$ cat src/rtl/clk_div_reconfig_pkg.sv
// clk_div_reconfig_pkg
// Shared definitions for the divider reconfiguration controller:
//   - state_e          : sequencer states (IDLE, GATE, UPDATE, SETTLE)
//   - settle_cnt_width : width of the shared down-counter. It is wide enough to
//                        hold SettleMult * max_div - 1 without overflow.
package clk_div_reconfig_pkg;

  typedef enum logic [1:0] {
    ST_IDLE   = 2'd0,
    ST_GATE   = 2'd1,
    ST_UPDATE = 2'd2,
    ST_SETTLE = 2'd3
  } state_e;

  function automatic int unsigned settle_cnt_width(input int unsigned div_width,
                                                   input int unsigned settle_mult);
    return div_width + 32'($clog2(settle_mult)) + 32'd1;
  endfunction

endpackage

$ cat src/rtl/clk_div_reconfig_timer.sv
// clk_div_reconfig_timer
// Loadable down-counter with a zero flag. The sequencer shares it between the
// gate-delay phase and the settle phase.
// Ports:
//   clk_i, rst_ni : clock, synchronous active-low reset (count clears to 0)
//   load_i        : load load_val_i (takes priority over dec_i)
//   load_val_i    : value to load
//   dec_i         : decrement by one; the count holds at zero
//   zero_o        : count is zero
module clk_div_reconfig_timer #(
  parameter int unsigned Width = 10
) (
  input  logic             clk_i,
  input  logic             rst_ni,
  input  logic             load_i,
  input  logic [Width-1:0] load_val_i,
  input  logic             dec_i,
  output logic             zero_o
);

  logic [Width-1:0] count_q;
  logic [Width-1:0] count_d;

  // Next count: a load wins over a decrement, and a decrement saturates at zero.
  always_comb begin
    count_d = count_q;
    if (load_i) begin
      count_d = load_val_i;
    end else if (dec_i && (count_q != {Width{1'b0}})) begin
      count_d = count_q - {{(Width-1){1'b0}}, 1'b1};
    end else begin
      count_d = count_q;
    end
  end

  // Count register with a synchronous reset.
  always_ff @(posedge clk_i) begin
    if (!rst_ni) begin
      count_q <= {Width{1'b0}};
    end else begin
      count_q <= count_d;
    end
  end

  assign zero_o = (count_q == {Width{1'b0}});

endmodule

$ cat src/rtl/clk_div_reconfig_ctrl.sv
// clk_div_reconfig_ctrl
// Sequences a safe runtime change of an integer clock divider. The steps are:
// accept a new value, gate the divided clock, hand the value to the divider,
// wait SettleMult*new_div cycles, then re-enable the clock.
// Ports:
//   clk_i, rst_ni         : divider source clock, synchronous active-low reset
//   test_mode_en_i        : forces clk_en_o high and blocks new requests
//   cfg_div_i/valid/ready : request channel for a new division value
//   cfg_err_o             : one-cycle pulse, request rejected (0 or > MaxDiv)
//   done_o                : one-cycle pulse, reconfiguration finished (or no-op)
//   busy_o                : a sequence is in progress
//   div_o/valid/ready     : update handshake towards the divider
//   clk_en_o              : enable for the divided-clock gate
module clk_div_reconfig_ctrl
  import clk_div_reconfig_pkg::*;
#(
  parameter int unsigned DivWidth           = 8,
  parameter int unsigned MaxDiv             = 255,
  parameter int unsigned DefaultDiv         = 1,
  parameter int unsigned GateDelayCycles    = 2,
  parameter int unsigned SettleMult         = 2,
  parameter bit          EnableClockInReset = 1'b1
) (
  input  logic                clk_i,
  input  logic                rst_ni,
  input  logic                test_mode_en_i,
  input  logic [DivWidth-1:0] cfg_div_i,
  input  logic                cfg_valid_i,
  output logic                cfg_ready_o,
  output logic                cfg_err_o,
  output logic                done_o,
  output logic                busy_o,
  output logic [DivWidth-1:0] div_o,
  output logic                div_valid_o,
  input  logic                div_ready_i,
  output logic                clk_en_o
);

  localparam int unsigned TW = settle_cnt_width(DivWidth, SettleMult);

  state_e              state_q, state_d;
  logic [DivWidth-1:0] div_q, div_d;
  logic [DivWidth-1:0] pend_q, pend_d;
  logic                div_valid_q, div_valid_d;
  logic                en_q, en_d;
  logic                err_q, err_d;
  logic                done_q, done_d;

  logic                tmr_load_s;
  logic                tmr_dec_s;
  logic [TW-1:0]       tmr_load_val_s;
  logic                tmr_zero_s;

  logic                handshake_s;
  logic                req_illegal_s;
  logic                req_same_s;
  logic [TW-1:0]       settle_load_s;

  assign cfg_ready_o   = (state_q == ST_IDLE) & ~test_mode_en_i;
  assign handshake_s   = cfg_valid_i & cfg_ready_o;
  assign req_illegal_s = (cfg_div_i == {DivWidth{1'b0}}) || (32'(cfg_div_i) > MaxDiv);
  assign req_same_s    = (cfg_div_i == div_q);
  // The counter runs from N-1 down to 0, which gives exactly N cycles in the phase.
  assign settle_load_s = (TW'(SettleMult) * {{(TW-DivWidth){1'b0}}, div_q}) - TW'(1'b1);

  // Sequencer next-state and output decisions.
  always_comb begin
    state_d        = state_q;
    div_d          = div_q;
    pend_d         = pend_q;
    div_valid_d    = div_valid_q;
    en_d           = en_q;
    err_d          = 1'b0;
    done_d         = 1'b0;
    tmr_load_s     = 1'b0;
    tmr_load_val_s = {TW{1'b0}};
    tmr_dec_s      = 1'b0;
    case (state_q)
      ST_IDLE: begin
        if (handshake_s) begin
          if (req_illegal_s) begin
            err_d = 1'b1;
          end else if (req_same_s) begin
            done_d = 1'b1;
          end else begin
            pend_d         = cfg_div_i;
            en_d           = 1'b0;
            state_d        = ST_GATE;
            tmr_load_s     = 1'b1;
            tmr_load_val_s = TW'(GateDelayCycles - 32'd1);
          end
        end else begin
          state_d = ST_IDLE;
        end
      end
      ST_GATE: begin
        en_d = 1'b0;
        if (tmr_zero_s) begin
          div_d       = pend_q;
          div_valid_d = 1'b1;
          state_d     = ST_UPDATE;
        end else begin
          tmr_dec_s = 1'b1;
        end
      end
      ST_UPDATE: begin
        // The sequencer waits indefinitely for the divider. No timeout is applied.
        if (div_ready_i) begin
          div_valid_d    = 1'b0;
          state_d        = ST_SETTLE;
          tmr_load_s     = 1'b1;
          tmr_load_val_s = settle_load_s;
        end else begin
          div_valid_d = 1'b1;
        end
      end
      ST_SETTLE: begin
        if (tmr_zero_s) begin
          en_d    = 1'b1;
          done_d  = 1'b1;
          state_d = ST_IDLE;
        end else begin
          tmr_dec_s = 1'b1;
        end
      end
      default: begin
        state_d     = ST_IDLE;
        div_valid_d = 1'b0;
        en_d        = 1'b1;
      end
    endcase
  end

  // Sequencer registers. A reset aborts any sequence in progress at once.
  always_ff @(posedge clk_i) begin
    if (!rst_ni) begin
      state_q     <= ST_IDLE;
      div_q       <= DivWidth'(DefaultDiv);
      pend_q      <= DivWidth'(DefaultDiv);
      div_valid_q <= 1'b0;
      en_q        <= EnableClockInReset;
      err_q       <= 1'b0;
      done_q      <= 1'b0;
    end else begin
      state_q     <= state_d;
      div_q       <= div_d;
      pend_q      <= pend_d;
      div_valid_q <= div_valid_d;
      en_q        <= en_d;
      err_q       <= err_d;
      done_q      <= done_d;
    end
  end

  clk_div_reconfig_timer #(
    .Width(TW)
  ) u_timer (
    .clk_i      (clk_i),
    .rst_ni     (rst_ni),
    .load_i     (tmr_load_s),
    .load_val_i (tmr_load_val_s),
    .dec_i      (tmr_dec_s),
    .zero_o     (tmr_zero_s)
  );

  assign busy_o      = (state_q != ST_IDLE);
  assign div_o       = div_q;
  assign div_valid_o = div_valid_q;
  assign cfg_err_o   = err_q;
  assign done_o      = done_q;
  // Test mode overrides the gate combinationally so that scan clocks are never blocked.
  assign clk_en_o    = en_q | test_mode_en_i;

endmodule

$ cat config.mk
export PLATFORM = sky130hd
export DESIGN_NAME = clk_div_reconfig_ctrl
export DESIGN_NICKNAME = d
export VERILOG_FILES = /design/src/rtl/clk_div_reconfig_pkg.sv /design/src/rtl/clk_div_reconfig_timer.sv /design/src/rtl/clk_div_reconfig_ctrl.sv
export SDC_FILE = /design/constraint.sdc
export NUM_CORES = 1
export LEC_CHECK = 0
export ABC_AREA = 1
export ABC_CLOCK_PERIOD_IN_PS = 3800
export BUFFER_PORTS_ARGS = -buffer_cell sky130_fd_sc_hd__buf_2
export CAP_MARGIN = 20
export CORE_MARGIN = 2
export CORE_UTILIZATION = 42
export DETAILED_ROUTE_END_ITERATION = 7
export HOLD_SLACK_MARGIN = 0.06
export PLACE_DENSITY = 0.73
export SYNTH_ARGS = -nofsm -noshare
export SYNTH_HDL_FRONTEND = slang
export SYNTH_HIERARCHICAL = 1
export SYNTH_SLANG_ARGS = --single-unit
$ cat constraint.sdc
create_clock -name clk_i -period 3.8 [get_ports clk_i]
set_input_delay 0.38 -clock clk_i [delete_from_list [all_inputs] [get_ports clk_i]]
set_output_delay 0.38 -clock clk_i [all_outputs]
set_load 0.01 [all_outputs]
==> impl_results.md <==
* Crit path cell chain: inv_1, ha_1, inv_2, nor2_8, nand2_4, nor2_4, nand2_8, nand2_1, inv_2, nand3_1, o21ai_0, o21a_1
* Clock sink count at 32
* Post-synthesis sequential area ratio at 31.5%
* Synth Net Count at 315
* Gpl congestion at 0.813
* Max-cap check violation count at 0
* Layout cells sized above 1 at 20.3%
* Synth unique cells at 35
* Status: finished, final reports clean
* Largest net degree at the start of global routing at 20
* Initial antenna violation count at 0
* Setup TNS at 0 ps
* Detailed Route WL at 4.37 mm
* Row Count at 25
* Post-route worst setup slack at 1490 ps
* Synth top area cells: dfxtp_1 31%, nand2_1 14%, nand3_1 6.6%
* Vias in the first global route at 1676
* Crit. End Element: flip-flop
* Clock power share at 18.7%
* Post-CTS sizing at 0
* Number of synthesized register bits at 32
* Htree depth at 2
* Worst setup SP type: flip-flop
* Seq pwr share at between 20% and 30%
* Comb pwr share at just over 50%
* Final nets at 343
* Sw Ratio at 45.1%
* Detailed Routing Iterations Pass 1 at 4
* Fmax at 432 MHz
* Layout area overhead at 13.7%
* Setup Skew at 5.01 ps
* RSZ-0062 raised after global routing: false
* Syn avg cell area at between 6 and 7 sq um
* IO Pins at 27
* Root Buffer: clkbuf_8
* Post-CTS setup buffers at 0
* DR WL/cell at 11.5 microns
* Synth Flop Type: dfxtp_1
* Die Y at around 74 microns
* Worst-margin pin slew at 409 ps
* DP Worst Slack at ~1500 ps
* Sw power at 780 uW
* DRC at 0
* Iteration-0 DRC Markers at 74
* Post-Synthesis Cells at around 300
* Worst path required time at 3980 ps
* Layout fillers at 482
* Core area at 0.00469 sq mm
* Top-count cell post-synth: nand2_1
* Pwr Density at 747 mW/mm^2
* Placed instance area at 0.00220 sq mm
* CTS tree: built
* Crit Path Max Fanout at 15
* Leading cell types by count after synthesis: 76 x nand2_1, 32 x dfxtp_1, 27 x nand3_1, 26 x nor2_1
* Worst skew pair latency at 290 ps
* Synth top area share at 31.5%
* Synth Warn # at 6
* Internal power at 948 uW
* Fin. max-slew vios at 0
* Worst path slowest cell: dfxtp_1
* Clock transition at path regs at 70 ps
* Crit Path Class: flip-flop to flip-flop
* Starting Density at 43.4%
* HPWL Detailed at 3.35 mm
* Largest area contributor in the netlist: dfxtp_1
* Most used cell, CP: inv_2
* CTS Hold Bufs at 0
* Critical Path Max Stage Delay at 350 ps
* Number of buffers created by CTS at 5
* Port Buffers at 26
* Post-synth EDFFs at 0
* Die area at 0.00542 sq mm
* WP data arrival at 2490 ps
* Final setup vio count at 0
* Antenna viol nets, final at 0
* Overall routing resource usage at 17.9%
* Final min period at 2310 ps
* Deepest clock path buffer count at 2
* Post-synth ARST share at 0%
* Final hold violations at 0
* Grt ovf at 0
* DR vias/cell at ~4.8
* N_diodes at 0
* Worst slew margin at around 73%
* Final worst path period share at 60.9%
* First-pass GRT wire length at roughly 7.5 mm
* Lkg Pwr at 1.06 nW
* Post-Syn Area at slightly above 0.002 sq mm
* Worst Hold Class: input port to flip-flop
* Fin area at between 0.002 and 0.0025 sq mm
* Worst vdd ir at 0.000318 V
* Die W at 73.6 microns
* Vias at 1829
==> area by class of cell <==
type / instances / area (sq um) / share of cell area [%]
clock buffers: 6 / 72.6 / 3.14
clock inverters: 2 / 35.0 / 1.52
inverters: 35 / 131 / 5.68
multi-input cells: 224 / 1230 / 53.4
flip-flops and latches: 32 / 641 / 27.7
well taps: 54 / 67.6 / 2.92
repair buffers: 26 / 130 / 5.63
==> flip-flops by register name, indices dropped and copies added (netlist names) <==
name and cells:
done_o 1, pend_q 8, cfg_err_o 1, en_q 1, u_timer/count_q 10, state_q 2, div_o 8, div_valid_o 1
==> path summary, 6_finish.rpt <==
path | to | startpoint | slack (ps) | cells past startpoint
setup / recovery | u_timer/count_q[3] | state_q[1] | 1490 | 12
hold / removal | div_valid_o | div_ready_i | 340 | 2
setup reg to reg | u_timer/count_q[3] | state_q[1] | 1490 | 12
hold reg to reg | en_q | en_q | 450 | 2
==> worst max-delay path: cells and delay by family, from the launching register on <==
| family | cells | cell delay [ps] |
|---|---|---|
| and+or+nand+nor | 6 | 1010 |
| AOI/OAI and AO/OA | 2 | 260 |
| DFF | 1 | 350 |
| adders and majority gates | 1 | 180 |
| buffers and inverters | 3 | 410 |
==> cell families after synthesis <==
kind of cell | count (synthesis) | share of synthesized area [%]
buffers and inverters | 40 | 7.81
and+or+nand+nor | 159 | 39.5
xor gates and xnor gates | 10 | 4.31
adders and majority gates | 6 | 3.69
AOI/OAI and AO/OA | 49 | 13.2
DFF | 32 | 31.5
==> through the flow <==
stage	util (%)	hold slack [ps]	power, mW	std cells
final	49.3	343	1.73	379
after global routing	49.3	360	1.89	379
after CTS	49.3	333	1.74	379
after detailed placement	47.0	440	1.41	371
after global placement	47.0	434	1.40	371
after floorplan	-	418	1.22	296
==> placed cells by master, fill, tap and decap left out, types with 4 or more instances in the layout <==
cell type  synthesis  final
nor2_1            26     26
xnor2_1            7      7
nor2_2             5      5
inv_1             23     23
buf_2              1     26
clkbuf_8           0      5
o21ai_0           16     16
dfxtp_1           32     32
inv_2             11     11
ha_1               6      6
nor2_4             4      4
nand2_1           76     76
nand3_1           27     27
nor3_1             4      4
a21oi_1           23     23
==> power groups by stage <==
stage	clock [mW]	combinational, mW	sequential, mW
CTS	0.330	0.893	0.516
global placement	0	0.879	0.520
global route	0.343	1.02	0.528
finish	0.323	0.889	0.517
floorplan	0	0.700	0.516
detailed placement	0	0.888	0.523
==> per-layer routing <==
layer | global-route usage (%) | vias up | part of all wire (%)
met5 | 0 | - | 0
met4 | 6.67 | 0 | 1.4
met3 | 3.29 | 7 | 4.4
met2 | 27.3 | 29 | 44
met1 | 24.9 | 785 | 51
li1 | - | 1008 | -
No activity file was read; power rests on OpenSTA's default activity.
